[src/rtl/fp_multi_adder.sv]
// rtl/fp_multi_adder.sv - sequential multi-operand floating-point summation engine
// Ports:
//   clk, reset (async, active-low)
//   start, input_terms, neg_mask : launch a summation; operands captured on the start edge
//   output_z, done, ack          : result held with done=1 until ack
//   busy                         : high whenever not idle
module fp_multi_adder #(
  parameter int EXP_W     = 5,
  parameter int MAN_W     = 10,
  parameter int NUM_TERMS = 3
) (
  input  logic                                 clk,
  input  logic                                 reset,
  input  logic                                 start,
  input  logic [NUM_TERMS*(1+EXP_W+MAN_W)-1:0] input_terms,
  input  logic [NUM_TERMS-1:0]                 neg_mask,
  output logic [EXP_W+MAN_W:0]                 output_z,
  output logic                                 done,
  input  logic                                 ack,
  output logic                                 busy
);

  localparam int W     = 1 + EXP_W + MAN_W;
  localparam int MW    = MAN_W + 4;          // hidden + mantissa + guard/round/sticky
  localparam int SW    = MW + 1;             // adder width with carry-out
  localparam int XE_W  = EXP_W + 2;          // signed exponent with headroom
  localparam int LZ_W  = $clog2(MW + 1);
  localparam int IDX_W = 4;

  localparam logic [EXP_W-1:0] EXP_ONES = '1;
  localparam logic [W-1:0]     QNAN     = {1'b0, EXP_ONES, 1'b1, {(MAN_W-1){1'b0}}};

  typedef enum logic [2:0] {
    S_IDLE, S_LOAD, S_ALIGN, S_ADD, S_NORM, S_ROUND, S_DONE
  } state_t;

  state_t                   state_q, state_d;
  logic [NUM_TERMS*W-1:0]   terms_q, terms_d;
  logic [NUM_TERMS-1:0]     neg_q, neg_d;
  logic [W-1:0]             acc_q, acc_d;
  logic [IDX_W-1:0]         idx_q, idx_d;
  logic [MW-1:0]            ma_q, ma_d, mb_q, mb_d;
  logic                     sa_q, sa_d, sb_q, sb_d;
  logic signed [XE_W-1:0]   exp_q, exp_d;
  logic [SW-1:0]            sum_q, sum_d;
  logic                     rsign_q, rsign_d;
  logic [MW-1:0]            nm_q, nm_d;
  logic                     spec_q, spec_d;
  logic [W-1:0]             spec_val_q, spec_val_d;
  logic [W-1:0]             out_q, out_d;

  // Right shift that folds every discarded bit into the sticky LSB.
  function automatic logic [MW-1:0] shr_sticky(input logic [MW-1:0] m, input logic [EXP_W-1:0] d);
    logic [MW-1:0] lost;
    if (int'(d) >= MW) begin
      shr_sticky = {{(MW-1){1'b0}}, |m};
    end else begin
      lost       = m & ~({MW{1'b1}} << d);
      shr_sticky = (m >> d) | {{(MW-1){1'b0}}, |lost};
    end
  endfunction

  function automatic logic [LZ_W-1:0] lzc(input logic [MW-1:0] v);
    lzc = LZ_W'(MW);
    for (int i = 0; i < MW; i++) begin
      if (v[i]) lzc = LZ_W'(MW - 1 - i);
    end
  endfunction

  // Operand unpacking and rounding temporaries
  logic [W-1:0]           tb_raw, t0_raw;
  logic [EXP_W-1:0]       ea, eb;
  logic [MAN_W-1:0]       fa, fb;
  logic                   sa_u, sb_u;
  logic                   a_inf, b_inf, a_nan, b_nan;
  logic [MW-1:0]          ma_full, mb_full;
  logic [LZ_W-1:0]        lz;
  logic                   rnd_up;
  logic [MAN_W+1:0]       rounded;
  logic signed [XE_W-1:0] exp_r;
  logic [MAN_W-1:0]       frac;
  logic [W-1:0]           res;

  always_comb begin
    state_d    = state_q;
    terms_d    = terms_q;
    neg_d      = neg_q;
    acc_d      = acc_q;
    idx_d      = idx_q;
    ma_d       = ma_q;
    mb_d       = mb_q;
    sa_d       = sa_q;
    sb_d       = sb_q;
    exp_d      = exp_q;
    sum_d      = sum_q;
    rsign_d    = rsign_q;
    nm_d       = nm_q;
    spec_d     = spec_q;
    spec_val_d = spec_val_q;
    out_d      = out_q;

    t0_raw  = terms_q[W-1:0];
    tb_raw  = terms_q[idx_q*W +: W];
    ea      = acc_q[W-2 -: EXP_W];
    fa      = acc_q[MAN_W-1:0];
    sa_u    = acc_q[W-1];
    eb      = tb_raw[W-2 -: EXP_W];
    fb      = tb_raw[MAN_W-1:0];
    sb_u    = tb_raw[W-1] ^ neg_q[idx_q];
    a_inf   = (ea == EXP_ONES) && (fa == '0);
    b_inf   = (eb == EXP_ONES) && (fb == '0);
    a_nan   = (ea == EXP_ONES) && (fa != '0);
    b_nan   = (eb == EXP_ONES) && (fb != '0);
    // A zero exponent flushes the operand (subnormal or zero) to a zero mantissa.
    ma_full = (ea == '0) ? '0 : {1'b1, fa, 3'b000};
    mb_full = (eb == '0) ? '0 : {1'b1, fb, 3'b000};

    lz      = lzc(sum_q[MW-1:0]);
    rnd_up  = nm_q[2] & (nm_q[1] | nm_q[0] | nm_q[3]);
    rounded = {1'b0, nm_q[MW-1:3]} + (MAN_W+2)'(rnd_up);
    exp_r   = exp_q + $signed(XE_W'(rounded[MAN_W+1]));
    frac    = rounded[MAN_W+1] ? rounded[MAN_W:1] : rounded[MAN_W-1:0];
    if (spec_q) begin
      res = spec_val_q;
    end else if ((nm_q == '0) || (exp_r <= 0)) begin
      res = {rsign_q, {(W-1){1'b0}}};
    end else if (exp_r >= $signed(XE_W'(EXP_ONES))) begin
      res = {rsign_q, EXP_ONES, {MAN_W{1'b0}}};
    end else begin
      res = {rsign_q, exp_r[EXP_W-1:0], frac};
    end

    case (state_q)
      S_IDLE: begin
        if (start) begin
          terms_d = input_terms;
          neg_d   = neg_mask;
          state_d = S_LOAD;
        end
      end
      S_LOAD: begin
        acc_d   = {t0_raw[W-1] ^ neg_q[0], t0_raw[W-2 -: EXP_W],
                   (t0_raw[W-2 -: EXP_W] == '0) ? {MAN_W{1'b0}} : t0_raw[MAN_W-1:0]};
        idx_d   = IDX_W'(1);
        state_d = S_ALIGN;
      end
      S_ALIGN: begin
        sa_d   = sa_u;
        sb_d   = sb_u;
        spec_d = 1'b0;
        if (a_nan || b_nan || (a_inf && b_inf && (sa_u != sb_u))) begin
          spec_d     = 1'b1;
          spec_val_d = QNAN;
        end else if (a_inf) begin
          spec_d     = 1'b1;
          spec_val_d = {sa_u, EXP_ONES, {MAN_W{1'b0}}};
        end else if (b_inf) begin
          spec_d     = 1'b1;
          spec_val_d = {sb_u, EXP_ONES, {MAN_W{1'b0}}};
        end
        if (ea >= eb) begin
          exp_d = $signed(XE_W'(ea));
          ma_d  = ma_full;
          mb_d  = shr_sticky(mb_full, ea - eb);
        end else begin
          exp_d = $signed(XE_W'(eb));
          ma_d  = shr_sticky(ma_full, eb - ea);
          mb_d  = mb_full;
        end
        state_d = S_ADD;
      end
      S_ADD: begin
        if (sa_q == sb_q) begin
          sum_d   = {1'b0, ma_q} + {1'b0, mb_q};
          rsign_d = sa_q;
        end else if (ma_q >= mb_q) begin
          sum_d   = {1'b0, ma_q} - {1'b0, mb_q};
          rsign_d = sa_q;
        end else begin
          sum_d   = {1'b0, mb_q} - {1'b0, ma_q};
          rsign_d = sb_q;
        end
        // A zero sum is -0 only when both operands were negative.
        if (sum_d == '0) rsign_d = sa_q & sb_q;
        state_d = S_NORM;
      end
      S_NORM: begin
        if (sum_q[SW-1]) begin
          nm_d  = {sum_q[SW-1:2], |sum_q[1:0]};
          exp_d = exp_q + $signed(XE_W'(1));
        end else begin
          nm_d  = sum_q[MW-1:0] << lz;
          exp_d = exp_q - $signed(XE_W'(lz));
        end
        state_d = S_ROUND;
      end
      S_ROUND: begin
        acc_d = res;
        if (idx_q == IDX_W'(NUM_TERMS - 1)) begin
          out_d   = res;
          state_d = S_DONE;
        end else begin
          idx_d   = idx_q + IDX_W'(1);
          state_d = S_ALIGN;
        end
      end
      S_DONE: begin
        if (ack) begin
          out_d   = '0;
          state_d = S_IDLE;
        end
      end
      default: state_d = S_IDLE;
    endcase
  end

  always_ff @(posedge clk or negedge reset) begin
    if (!reset) begin
      state_q    <= S_IDLE;
      terms_q    <= '0;
      neg_q      <= '0;
      acc_q      <= '0;
      idx_q      <= '0;
      ma_q       <= '0;
      mb_q       <= '0;
      sa_q       <= 1'b0;
      sb_q       <= 1'b0;
      exp_q      <= '0;
      sum_q      <= '0;
      rsign_q    <= 1'b0;
      nm_q       <= '0;
      spec_q     <= 1'b0;
      spec_val_q <= '0;
      out_q      <= '0;
    end else begin
      state_q    <= state_d;
      terms_q    <= terms_d;
      neg_q      <= neg_d;
      acc_q      <= acc_d;
      idx_q      <= idx_d;
      ma_q       <= ma_d;
      mb_q       <= mb_d;
      sa_q       <= sa_d;
      sb_q       <= sb_d;
      exp_q      <= exp_d;
      sum_q      <= sum_d;
      rsign_q    <= rsign_d;
      nm_q       <= nm_d;
      spec_q     <= spec_d;
      spec_val_q <= spec_val_d;
      out_q      <= out_d;
    end
  end

  assign output_z = out_q;
  assign done     = (state_q == S_DONE);
  assign busy     = (state_q != S_IDLE);

endmodule

[config.mk]
export PLATFORM = sky130hd
export DESIGN_NAME = fp_multi_adder
export DESIGN_NICKNAME = d
export VERILOG_FILES = /design/src/rtl/fp_multi_adder.sv
export SDC_FILE = /design/constraint.sdc
export NUM_CORES = 1
export LEC_CHECK = 0
export ABC_AREA = 1
export CAP_MARGIN = 20
export CELL_PAD_IN_SITES_DETAIL_PLACEMENT = 1
export CELL_PAD_IN_SITES_GLOBAL_PLACEMENT = 1
export CORE_MARGIN = 2
export CORE_UTILIZATION = 35
export CTS_CLUSTER_DIAMETER = 200
export DETAILED_ROUTE_END_ITERATION = 10
export GPL_ROUTABILITY_DRIVEN = 0
export GPL_TIMING_DRIVEN = 1
export PLACE_DENSITY = 0.77
export SLEW_MARGIN = 25
export SYNTH_ARGS = -nofsm -noshare
export SYNTH_HDL_FRONTEND = slang
export SYNTH_SLANG_ARGS = --single-unit
[constraint.sdc]
create_clock -name clk -period 3.2 [get_ports clk]
set_input_delay 0.8 -clock clk [delete_from_list [all_inputs] [get_ports clk]]
set_output_delay 0.8 -clock clk [all_outputs]
set_load 0.02 [all_outputs]
==> out/metrics.cfg <==
[run_status]
status=finished clean

[sta]
slew-limit-headroom_pct=53.5
drv_slew=0
finalCritPeriodShare_pct=95.7
worst_pin_slew_ns=0.697
min_period_ns=3.06
rsz0062_at_grt=yes
skew_ns=0.0130
setup_violations=0
fmax_ghz=0.326
finalHoldViolations=0

[synth]
ys_seq_area_share_pct=31.7
async_flop_share_pct=100
synthCells=1830
synth_cell_types=55
synth_nets=1955
ys_ff_latch=161
avgSynthCellArea_um2=6.93
syn_area_mm2=0.0127
synth-edff-count=0
synthFlopType=dfrtp_1
synth_warnings=0

[floorplan]
boundaryPins=73
core-area_mm2=0.0357
fp.dieW_um=194
fp.dieH_um=194
design.die.area_mm2=0.0378
start_util_pct=35.6
placementRows=69

[critical_path]
critical_path_arrival_ns=3.35
required_ns=3.49
crit_path_start_kind=flip-flop
worst-path-buf-inv=5
crit_chain=nor2_4 > inv_2 > buf_4 > a21oi_1 > nand2_2 > inv_1 > ha_4 > a21oi_1 > o21ai_1 > xor2_1 > buf_4 > o31ai_2 > nor2_1 > inv_1 > nor2_1 > nand3_1 > o221ai_1
max_stage_delay_ns=0.43
crit_type=reg2reg
regToRegSetupSlack_ns=0.14
worstPathMaxFanout=8
crit_family=compound AO/OA/AOI/OAI gates
cp-end-kind=flip-flop
crit_slowest_cell=dfrtp_1

[finish]
syn2layout_area_growth_pct=21.5
regArea_mm2=0.00403
multiInputGateArea_mm2=0.00771
n_antenna_cell=0
fillers=4558
final_util_pct=43.2
drive_gt1_share_pct=14.4
layout_common_cells=nand2_1, inv_1, dfrtp_1
nets=2094
final_common_cell=nand2_1

[place]
dp_hpwl_um=37600
io_buffers=72

[global_routing]
grt_pass1_wl_um=74500
grt_pass1_vias=13700
grt_overflow=0
grt_usage_pct=24.7
antenna_found_initial=0
grt_max_degree=71

[hold_path]
min_path_type=in2async

[clock_network]
cts_hold_buf=0
numCtsBuffers=17
cts_htree_levels=4
insertion_delay_ns=0.45
clkSinkCount=161
root_buffer=clkbuf_16
clk_pin_slew_ns=0.08
cts_buffer_depth=2
cts_tree=done

[routing]
drcViolationCount=0
first_pass_iters=5
drt-wirelength-per-cell_um=19.2
ant_nets=0
vias_per_cell=5.46
drt_iter0_markers=853
wirelength_um=47000
num_vias=13300

[job]
cap_violations=0

[cells in the mapped netlist, types with 18 or more instances]
master    number  area [um2]
o221ai_1      21         184
nand4_1       23         144
clkbuf_1      37         139
o22ai_1       20         125
nand2_1      453        1700
nor3_1        18        90.1
a21oi_1      122         611
nand3_1      140         701
dfrtp_1      161        4030
inv_1        241         905
xor2_1        36         315
o21ai_0      125         626
ha_1          64         801
nor2_1       158         593
mux2_2        32         360
[logic make-up after synthesis]
logic type / share of synthesized area, %
compound gates: 17.5
flops: 31.7
simple gates: 28.2
xor+xnor: 2.76
fa+ha+maj: 7.26
mux: 2.84
buf+inv: 9.70
[registers in the layout, summed over array words and instances (netlist names), 3 cells and up]
| name | flops |
|---|---|
| exp_q | 7 |
| terms_q | 48 |
| output_z | 16 |
| nm_q | 14 |
| idx_q | 4 |
| mb_q | 14 |
| acc_q | 16 |
| ma_q | 14 |
| neg_q | 3 |
| spec_val_q | 3 |
| sum_q | 15 |
| state_q | 3 |
[layer usage]
| metal | global-route usage, % | vias to the layer above | share of wire (%) | wire length [um] |
|---|---|---|---|---|
| met5 | 0 | - | 0 | 0 |
| met2 | 41.9 | 350 | 48 | 22400 |
| met1 | 31.8 | 6557 | 44 | 20900 |
| li1 | - | 6326 | - | - |
| met3 | 3.31 | 105 | 3.8 | 1770 |
| met4 | 10.4 | 0 | 4.2 | 1970 |
[per-stage QoR]
step | hold slack (ns) | area [um2] | cells | TNS, ns | setup slack (ns)
2_1_floorplan | 0.439 | 12700 | 1830 | 0 | 0.188
3_3_place_gp | 0.451 | 14500 | 2402 | 0 | 0.0940
3_5_place_dp | 0.455 | 14500 | 2402 | -0.228 | -0.0941
4_1_cts | 0.399 | 15100 | 2434 | 0 | 0.00408
5_1_grt | 0.424 | 15400 | 2443 | -0.436 | -0.105
6_report | 0.366 | 15400 | 2443 | 0 | 0.136
[area by class of cell]
cell class | instances | area share [%]
tap | 461 | 3.74
clock inverter | 14 | 0.933
timing repair buffer | 182 | 10.3
multi-input combinational | 1358 | 50.0
clock buffer | 18 | 2.78
inverter | 249 | 6.09
sequential | 161 | 26.1
[path summary, 6_finish.rpt]
kind / from / endpoint / cells past startpoint
hold / removal: reset / output_z[10] / 1
min in group clk: spec_val_q[14] / spec_val_q[14] / 1
setup reg to reg: idx_q[3] / ma_q[10] / 17
setup / recovery: idx_q[3] / ma_q[10] / 17
max in group asynchronous: reset / sum_q[7] / 2
hold reg to reg: spec_val_q[14] / spec_val_q[14] / 1
[timing repair]
item                                    4_1_cts  5_1_grt
cloned                                        0        0
pin swaps                                     0       20
gates resized for setup                       4       88
endpoints found under the setup margin        7       59
buffers inserted                              0        9
[worst register-to-register path, cell delays in order (launching register included)]
cell      delay (ns)
dfrtp_1         0.43
nor2_4          0.15
inv_2           0.05
buf_4           0.16
a21oi_1         0.17
nand2_2         0.07
inv_1           0.11
ha_4            0.24
a21oi_1         0.17
o21ai_1         0.10
xor2_1          0.17
buf_4           0.18
o31ai_2         0.38
nor2_1          0.09
inv_1           0.12
nor2_1          0.08
nand3_1         0.08
o221ai_1        0.15
Power is not shown: default switching activity piles up to over one toggle a cycle in this logic, so the estimate is an artifact.
